$ cat config.mk
export PLATFORM = sky130hd
export DESIGN_NAME = uart_baud_gen
export DESIGN_NICKNAME = d
export VERILOG_FILES = /design/src/rtl/uart_baud_gen.sv
export SDC_FILE = /design/constraint.sdc
export NUM_CORES = 1
export LEC_CHECK = 0
export BUFFER_PORTS_ARGS = -buffer_cell sky130_fd_sc_hd__buf_2
export CELL_PAD_IN_SITES_DETAIL_PLACEMENT = 0
export CELL_PAD_IN_SITES_GLOBAL_PLACEMENT = 1
export CORE_MARGIN = 2
export CORE_UTILIZATION = 52
export DETAILED_ROUTE_END_ITERATION = 16
export GPL_ROUTABILITY_DRIVEN = 1
export PLACE_DENSITY = 0.86
export SYNTH_ARGS = -nofsm -noshare
export SYNTH_HDL_FRONTEND = slang
export SYNTH_SLANG_ARGS = --single-unit
$ cat constraint.sdc
create_clock -name clk -period 7.3 [get_ports clk]
set_clock_uncertainty 0.2 [all_clocks]
set_input_delay 0.73 -clock clk [delete_from_list [all_inputs] [get_ports clk]]
set_output_delay 0.73 -clock clk [all_outputs]
set_load 0.02 [all_outputs]
$ cat src/rtl/uart_baud_gen.sv
// Fractional-N UART tick generator: s_tick every int or int+1 cycles (mean int+frac/2^FRAC_W), b_tick every SAMPLE s_ticks.
// Ticks decode registered phase in the same cycle (no added latency); no backpressure, en=0 freezes phase.
module uart_baud_gen #(
  parameter int DVSR_W   = 16,
  parameter int FRAC_W   = 4,
  parameter int SAMPLE   = 16,
  parameter int DEF_INT  = 3,
  parameter int DEF_FRAC = 6
) (
  input  logic              clk,
  input  logic              reset_n,
  input  logic              en,
  input  logic              restart,
  input  logic              dvsr_load,
  input  logic [DVSR_W-1:0] dvsr_int,
  input  logic [FRAC_W-1:0] dvsr_frac,
  output logic              s_tick,
  output logic              b_tick,
  output logic              load_pending
);

  localparam int SMP_W = (SAMPLE > 1) ? $clog2(SAMPLE) : 1;
  localparam logic [DVSR_W-1:0] RST_INT  = (DEF_INT == 0) ? DVSR_W'(1) : DVSR_W'(DEF_INT);
  localparam logic [FRAC_W-1:0] RST_FRAC = FRAC_W'(DEF_FRAC);
  localparam logic [SMP_W-1:0]  SMP_LAST = SMP_W'(SAMPLE - 1);

  logic [DVSR_W-1:0] int_q, int_d, sh_int_q, sh_int_d, cnt_q, cnt_d;
  logic [DVSR_W-1:0] new_int, last_cnt;
  logic [FRAC_W-1:0] frac_q, frac_d, sh_frac_q, sh_frac_d, acc_q, acc_d;
  logic              ext_q, ext_d, pend_q, pend_d;
  logic [SMP_W-1:0]  smp_q, smp_d;
  logic              boundary, apply;

  always_comb begin
    new_int   = (dvsr_int == '0) ? DVSR_W'(1) : dvsr_int;
    last_cnt  = int_q - DVSR_W'(1) + DVSR_W'(ext_q);
    boundary  = en && !restart && (cnt_q == last_cnt);
    apply     = boundary || restart || !en;

    int_d     = int_q;
    frac_d    = frac_q;
    sh_int_d  = sh_int_q;
    sh_frac_d = sh_frac_q;
    pend_d    = pend_q;
    cnt_d     = cnt_q;
    acc_d     = acc_q;
    ext_d     = ext_q;
    smp_d     = smp_q;

    if (dvsr_load) begin
      sh_int_d  = new_int;
      sh_frac_d = dvsr_frac;
      pend_d    = 1'b1;
    end
    // With nothing pending the shadow mirrors the active divisor, so applying is always safe.
    if (apply) begin
      int_d  = sh_int_d;
      frac_d = sh_frac_d;
      pend_d = 1'b0;
    end

    if (restart) begin
      cnt_d = '0;
      acc_d = '0;
      ext_d = 1'b0;
      smp_d = '0;
    end else if (boundary) begin
      cnt_d          = '0;
      // The carry lengthens the period starting now, so it uses the divisor applied now.
      {ext_d, acc_d} = {1'b0, acc_q} + {1'b0, frac_d};
      smp_d          = (smp_q == SMP_LAST) ? '0 : smp_q + SMP_W'(1);
    end else if (en) begin
      cnt_d = cnt_q + DVSR_W'(1);
    end
  end

  always_ff @(posedge clk or negedge reset_n) begin
    if (!reset_n) begin
      int_q     <= RST_INT;
      frac_q    <= RST_FRAC;
      sh_int_q  <= RST_INT;
      sh_frac_q <= RST_FRAC;
      pend_q    <= 1'b0;
      cnt_q     <= '0;
      acc_q     <= '0;
      ext_q     <= 1'b0;
      smp_q     <= '0;
    end else begin
      int_q     <= int_d;
      frac_q    <= frac_d;
      sh_int_q  <= sh_int_d;
      sh_frac_q <= sh_frac_d;
      pend_q    <= pend_d;
      cnt_q     <= cnt_d;
      acc_q     <= acc_d;
      ext_q     <= ext_d;
      smp_q     <= smp_d;
    end
  end

  assign s_tick       = boundary;
  assign b_tick       = boundary && (smp_q == SMP_LAST);
  assign load_pending = pend_q;

endmodule

* Word-level counts from Yosys, hierarchy flattened
Index checks and enable logic that the tools add are counted. W data, S select, Z words.
Operators by class: add/subtract/negate cells 5, eq/ne operators 2, multiplexer cells 16, reductions and logical operators 11
Operators by type and width (count):
- $mux W16 | 5
- $mux W4 | 7
- $add A16 B1 Y16 | 1
- $add A16 B1 Y16 const B | 1
- $eq A16 B16 Y1 | 1
- $logic_not A16 Y1 | 1
- $sub A16 B1 Y16 const B | 1
- $add A4 B4 Y5 | 1
- $add A4 B1 Y4 const B | 1
- $eq A4 B4 Y1 const B | 1
- $mux W1 | 4
- $reduce_bool A2 Y1 | 2
- $logic_and A1 B1 Y1 | 3
- $reduce_bool A3 Y1 | 1
- $logic_not A1 Y1 | 2
- $logic_or A1 B1 Y1 | 2
Storage, ports and cells: register bits 66, input port bits 25, word-level logic and storage cells 43

* Depth between registers and ports, before layout
word-level depth 10, depth in mapped cells 17, mapped depth without buffers 16

* Worst setup path before layout
Ideal clock, no wire load.
path kind flip-flop to flip-flop, start register ext_q, end register ext_q, arrival 4011 ps, data required time 6968 ps, setup slack 2957 ps, cell stages (with the launch flop) 18, clock period less this slack 4343 ps, path through dfrtp_1 -> inv_1 -> ha_1 -> ha_1 -> or4b_4 -> o31a_1 -> a2111oi_2 -> nor3_1 -> a2111o_1 -> nand3b_1 -> buf_2 -> mux2_2 -> ha_1 -> fa_1 -> a21o_1 -> a21oi_1 -> mux2_2 -> nor2_1
On the way: longest elaborated chain between the ends 9, elaborated cells between the ends (all ways) 10, those cells by class add/sub: 2; eq/ne: 1; mux: 3; reduce/logical: 4
RTL lines:
- start: declaration | RTL line 30 | logic ext_q, ext_d, pend_q, pend_d;
- start signal: assignment | RTL line 96 | ext_q <= ext_d;
- $add A16 B1 Y16 | RTL line 36 | last_cnt = int_q - DVSR_W'(1) + DVSR_W'(ext_q);
- $eq A16 B16 Y1 | RTL line 37 | boundary = en && !restart && (cnt_q == last_cnt);
- $logic_and A1 B1 Y1 | RTL line 37
- $logic_or A1 B1 Y1 (2 in series) | RTL line 38 | apply = boundary || restart || !en;
- $mux W4 | RTL line 56 | if (apply) begin
- via frac_d[0] | RTL line 29 | logic [FRAC_W-1:0] frac_q, frac_d, sh_frac_q, sh_frac_d, acc_q, acc_d;
- $add A4 B4 Y5 | RTL line 70 | {ext_d, acc_d} = {1'b0, acc_q} + {1'b0, frac_d};
- $mux W1 | RTL line 67 | end else if (boundary) begin
- $mux W1 | RTL line 62 | if (restart) begin
The timed path passes the listed nets, and every way through them passes these cells. The select of a mux whose other input is x is not followed. A chain may end at the register's enable or synchronous reset.

* Worst setup path in the final report
Same ends and word-level chain as after synthesis.

==> results_dict.tcl <==
set metrics [dict create \
    crit_family "simple AND/OR/NAND/NOR gates" \
    ir_drop_mv 0.1048 \
    die_area_mm2 0.007750 \
    grt.overflow.total 0 \
    hp-class "reg -> reg" \
    crit_fanout 48 \
    preCtsSetupSlack_ns 1.782 \
    powerDensity_mw_per_mm2 207.3 \
    yosys.area.top_type_share_pct 39.52 \
    worst_ep_arrival_time_ns 5.53 \
    gp_congestion 0.8830 \
    syn_nets 378 \
    synthTopCellsByArea "dfrtp_1, mux2_2, dfstp_2" \
    worstSetupPathDepth 17 \
    insertedDiodeCount 0 \
    worstSetupPathType "reg -> reg" \
    area_growth_pct 10.46 \
    wl_per_cell_um 15.58 \
    outcome "finished, final reports clean" \
    worstSetupStartpointType "flop" \
    chipWidth_um 88.04 \
    antenna_found_initial 0 \
    path_cells "inv_1 -> ha_1 -> ha_1 -> or4b_4 -> o31a_1 -> a22o_1 -> nor3_1 -> a2111o_1 -> buf_4 -> nand3b_1 -> mux2_2 -> ha_1 -> fa_1 -> a21o_1 -> a21oi_1 -> mux2_2 -> nor2_1" \
    vias 2682 \
    yosysUniqueCellTypes 60 \
    ys_seq_area_share_pct 45.25 \
    slew_headroom_pct 31.83 \
    fin_util_pct 59.38 \
    cts-resized-gates 0 \
    cp_slowest_cell "nand3b_1" \
    critPathRequiredTime_ns 7.31 \
    crit_buf_inv 2 \
    grt_use_total_pct 20.61 \
    grt_max_degree 67 \
    cts_sinks 66 \
    fill_cells 583 \
    fin_crit_ns 5.522 \
    numCtsBuffers 9 \
    routed_wl_um 7276 \
    synth_edf_count 0 \
    cts_tree "done" \
    hold_viol_final 0 \
    setup_violations 0 \
    hold_depth 1 \
    whs_ns 0.2990 \
    grt_pass1_vias 2522 \
    cts_hold_buffers 0 \
    cp_common_cell "ha_1" \
    rsz0062_at_grt "no" \
    rows 30 \
    grt_pass1_wl_um 12320 \
    post_cts_buffers 0 \
    p_leak_nw 1.669 \
    cts_max_level 3 \
    timing.final.ws_setup_ns 1.778 \
    clockRootBuffer "clkbuf_8" \
    power_mw 0.8408 \
    yosys_warnings 0 \
    tightest_slew_ns 1.019 \
    drcViolationCount 0 \
    finalMaxSlewViolations 0 \
    antenna_left 0 \
    drv_cap 0 \
    drtIter0Drc 134 \
    die-height_um 88.04 \
    synth_cells 344 \
    r2r_cells 17 \
    clkLatencyLatePin_ns 0.33 \
    async_flop_share_pct 100.0 \
    via_per_inst 5.743 \
    synth_seq_cells 66 \
    drive_gt1_share_pct 27.22 \
    synth-main-ff-cell "dfrtp_1" \
    period_share_pct 75.64 \
    clk_pin_slew_ns 0.08 \
    drt_first_pass_iters 4 \
    fmax_mhz 181.1 \
    portBuffers 27 \
    initial_core_util_pct 53.75 \
    design.core.area_mm2 0.006832 \
    synth_top_area_cell "dfrtp_1" \
    ioPinCount 28 \
    synth_area_mm2 0.003672 \
    dp_hpwl_um 5004 \
    setup_tns_ns 0 \
    critPathCaptureType "flop" \
    slowest_delay_ns 0.80 \
    clk_path_buf_depth 2 \
    syn-mean-instance-area_um2 10.68 \
    layout.nets 400 \
]
metal layers:
| layer | wire length [µm] | share of wire [%] | global-route usage, % |
|---|---|---|---|
| met1 | 3558 | 49 | 29.90 |
| met2 | 3391 | 47 | 30.17 |
| met3 | 246 | 3.4 | 3.864 |
| met4 | 80 | 1.1 | 9.091 |
| met5 | 0 | 0 | 0 |
stage by stage:
stage               instance area (µm²)  cells
floorplan                          3672    344
global placement                   3856    451
detailed placement                 3856    451
CTS                                4056    467
global route                       4056    467
finish                             4056    467
cells in the final DEF, fill, tap and decap left out, types with 2 or more instances in the layout:
| cell type | n |
|---|---|
| dfrtp_1 | 58 |
| a21oi_1 | 11 |
| buf_2 | 27 |
| nand2b_1 | 13 |
| mux2_2 | 40 |
| inv_1 | 10 |
| xor2_1 | 10 |
| dfstp_2 | 8 |
| nor2_1 | 20 |
| o21ai_0 | 9 |
| nand3b_1 | 14 |
| clkinvlp_4 | 2 |
| nor3_1 | 7 |
| nand4b_1 | 8 |
| and3_1 | 2 |
| clkbuf_8 | 9 |
| ha_1 | 8 |
| inv_6 | 2 |
| nor4bb_1 | 2 |
| a21o_1 | 2 |
| nand4_1 | 3 |
| or3_1 | 3 |
| nor2b_1 | 6 |
| nor3b_1 | 2 |
| nor4_1 | 6 |
| nand3_1 | 17 |
| mux2i_1 | 2 |
| buf_4 | 2 |
| nand2_1 | 12 |
| a31oi_1 | 13 |
| xnor2_1 | 10 |
synth_stat cells (2+ instances only):
cell	n
dfrtp_1	58
mux2_2	40
nor2_1	20
nand3_1	17
nand3b_1	14
a31oi_1	13
nand2b_1	13
nand2_1	12
a21oi_1	11
clkbuf_1	10
inv_1	10
xnor2_1	10
xor2_1	10
o21ai_0	9
dfstp_2	8
ha_1	8
nand4b_1	8
nor3_1	7
nor2b_1	6
nor4_1	6
buf_1	3
buf_2	3
nand4_1	3
or3_1	3
a21o_1	2
and3_1	2
buf_6	2
mux2i_1	2
nor3b_1	2
nor4bb_1	2
flip-flops by register name (all words and copies together), names as in the netlist:
name          cells
cnt_q            16
int_q            16
sh_int_q         16
acc_q             4
frac_q            4
sh_frac_q         4
smp_q             4
ext_q             1
load_pending      1
area by class of cell:
cell class	count	area [µm²]	share of cell area [%]
timing repair buffer	29	150.1	3.701
inverter	10	37.54	0.9254
sequential	66	1662	40.96
multi-input combinational	250	1887	46.51
clock buffer	9	123.9	3.054
clock inverter	7	76.32	1.882
tap	96	120.1	2.961
cell families after synthesis:
family	Yosys count	share of synthesized area, %
and+or+nand+nor	127	21.02
AOI/OAI and AO/OA	52	9.506
adders and majority gates	9	3.271
buffers and inverters	28	3.373
muxes	42	12.81
DFF	66	45.25
xor gates and xnor gates	20	4.770
worst reg2reg max path: cells and delay by family (launching register included):
family / cells / cell delay [ns]
and+or+nand+nor: 4 / 1.61
adders and majority gates: 4 / 1.06
buffers and inverters: 2 / 0.46
muxes: 2 / 0.74
AOI/OAI and AO/OA: 5 / 0.96
DFF: 1 / 0.37
path summary, 6_finish.rpt:
kind / slack (ns) / endpoint / from
worst min register to register: 0.30 / sh_int_q[6] / sh_int_q[6]
worst max register to register: 1.78 / ext_q / ext_q
worst min-delay path: 0.30 / sh_int_q[6] / sh_int_q[6]
min in group asynchronous: 0.37 / sh_frac_q[3] / reset_n
max in group asynchronous: 6.00 / cnt_q[4] / reset_n
worst max-delay path: 1.78 / ext_q / ext_q
power by group:
group          switching [mW]  internal (mW)  total (mW)  leakage (nW)
sequential             0.0240          0.396       0.420         0.820
combinational          0.0564         0.0559       0.112         0.753
clock                   0.149          0.160       0.309        0.0962
(Power assumes the default switching activity.)
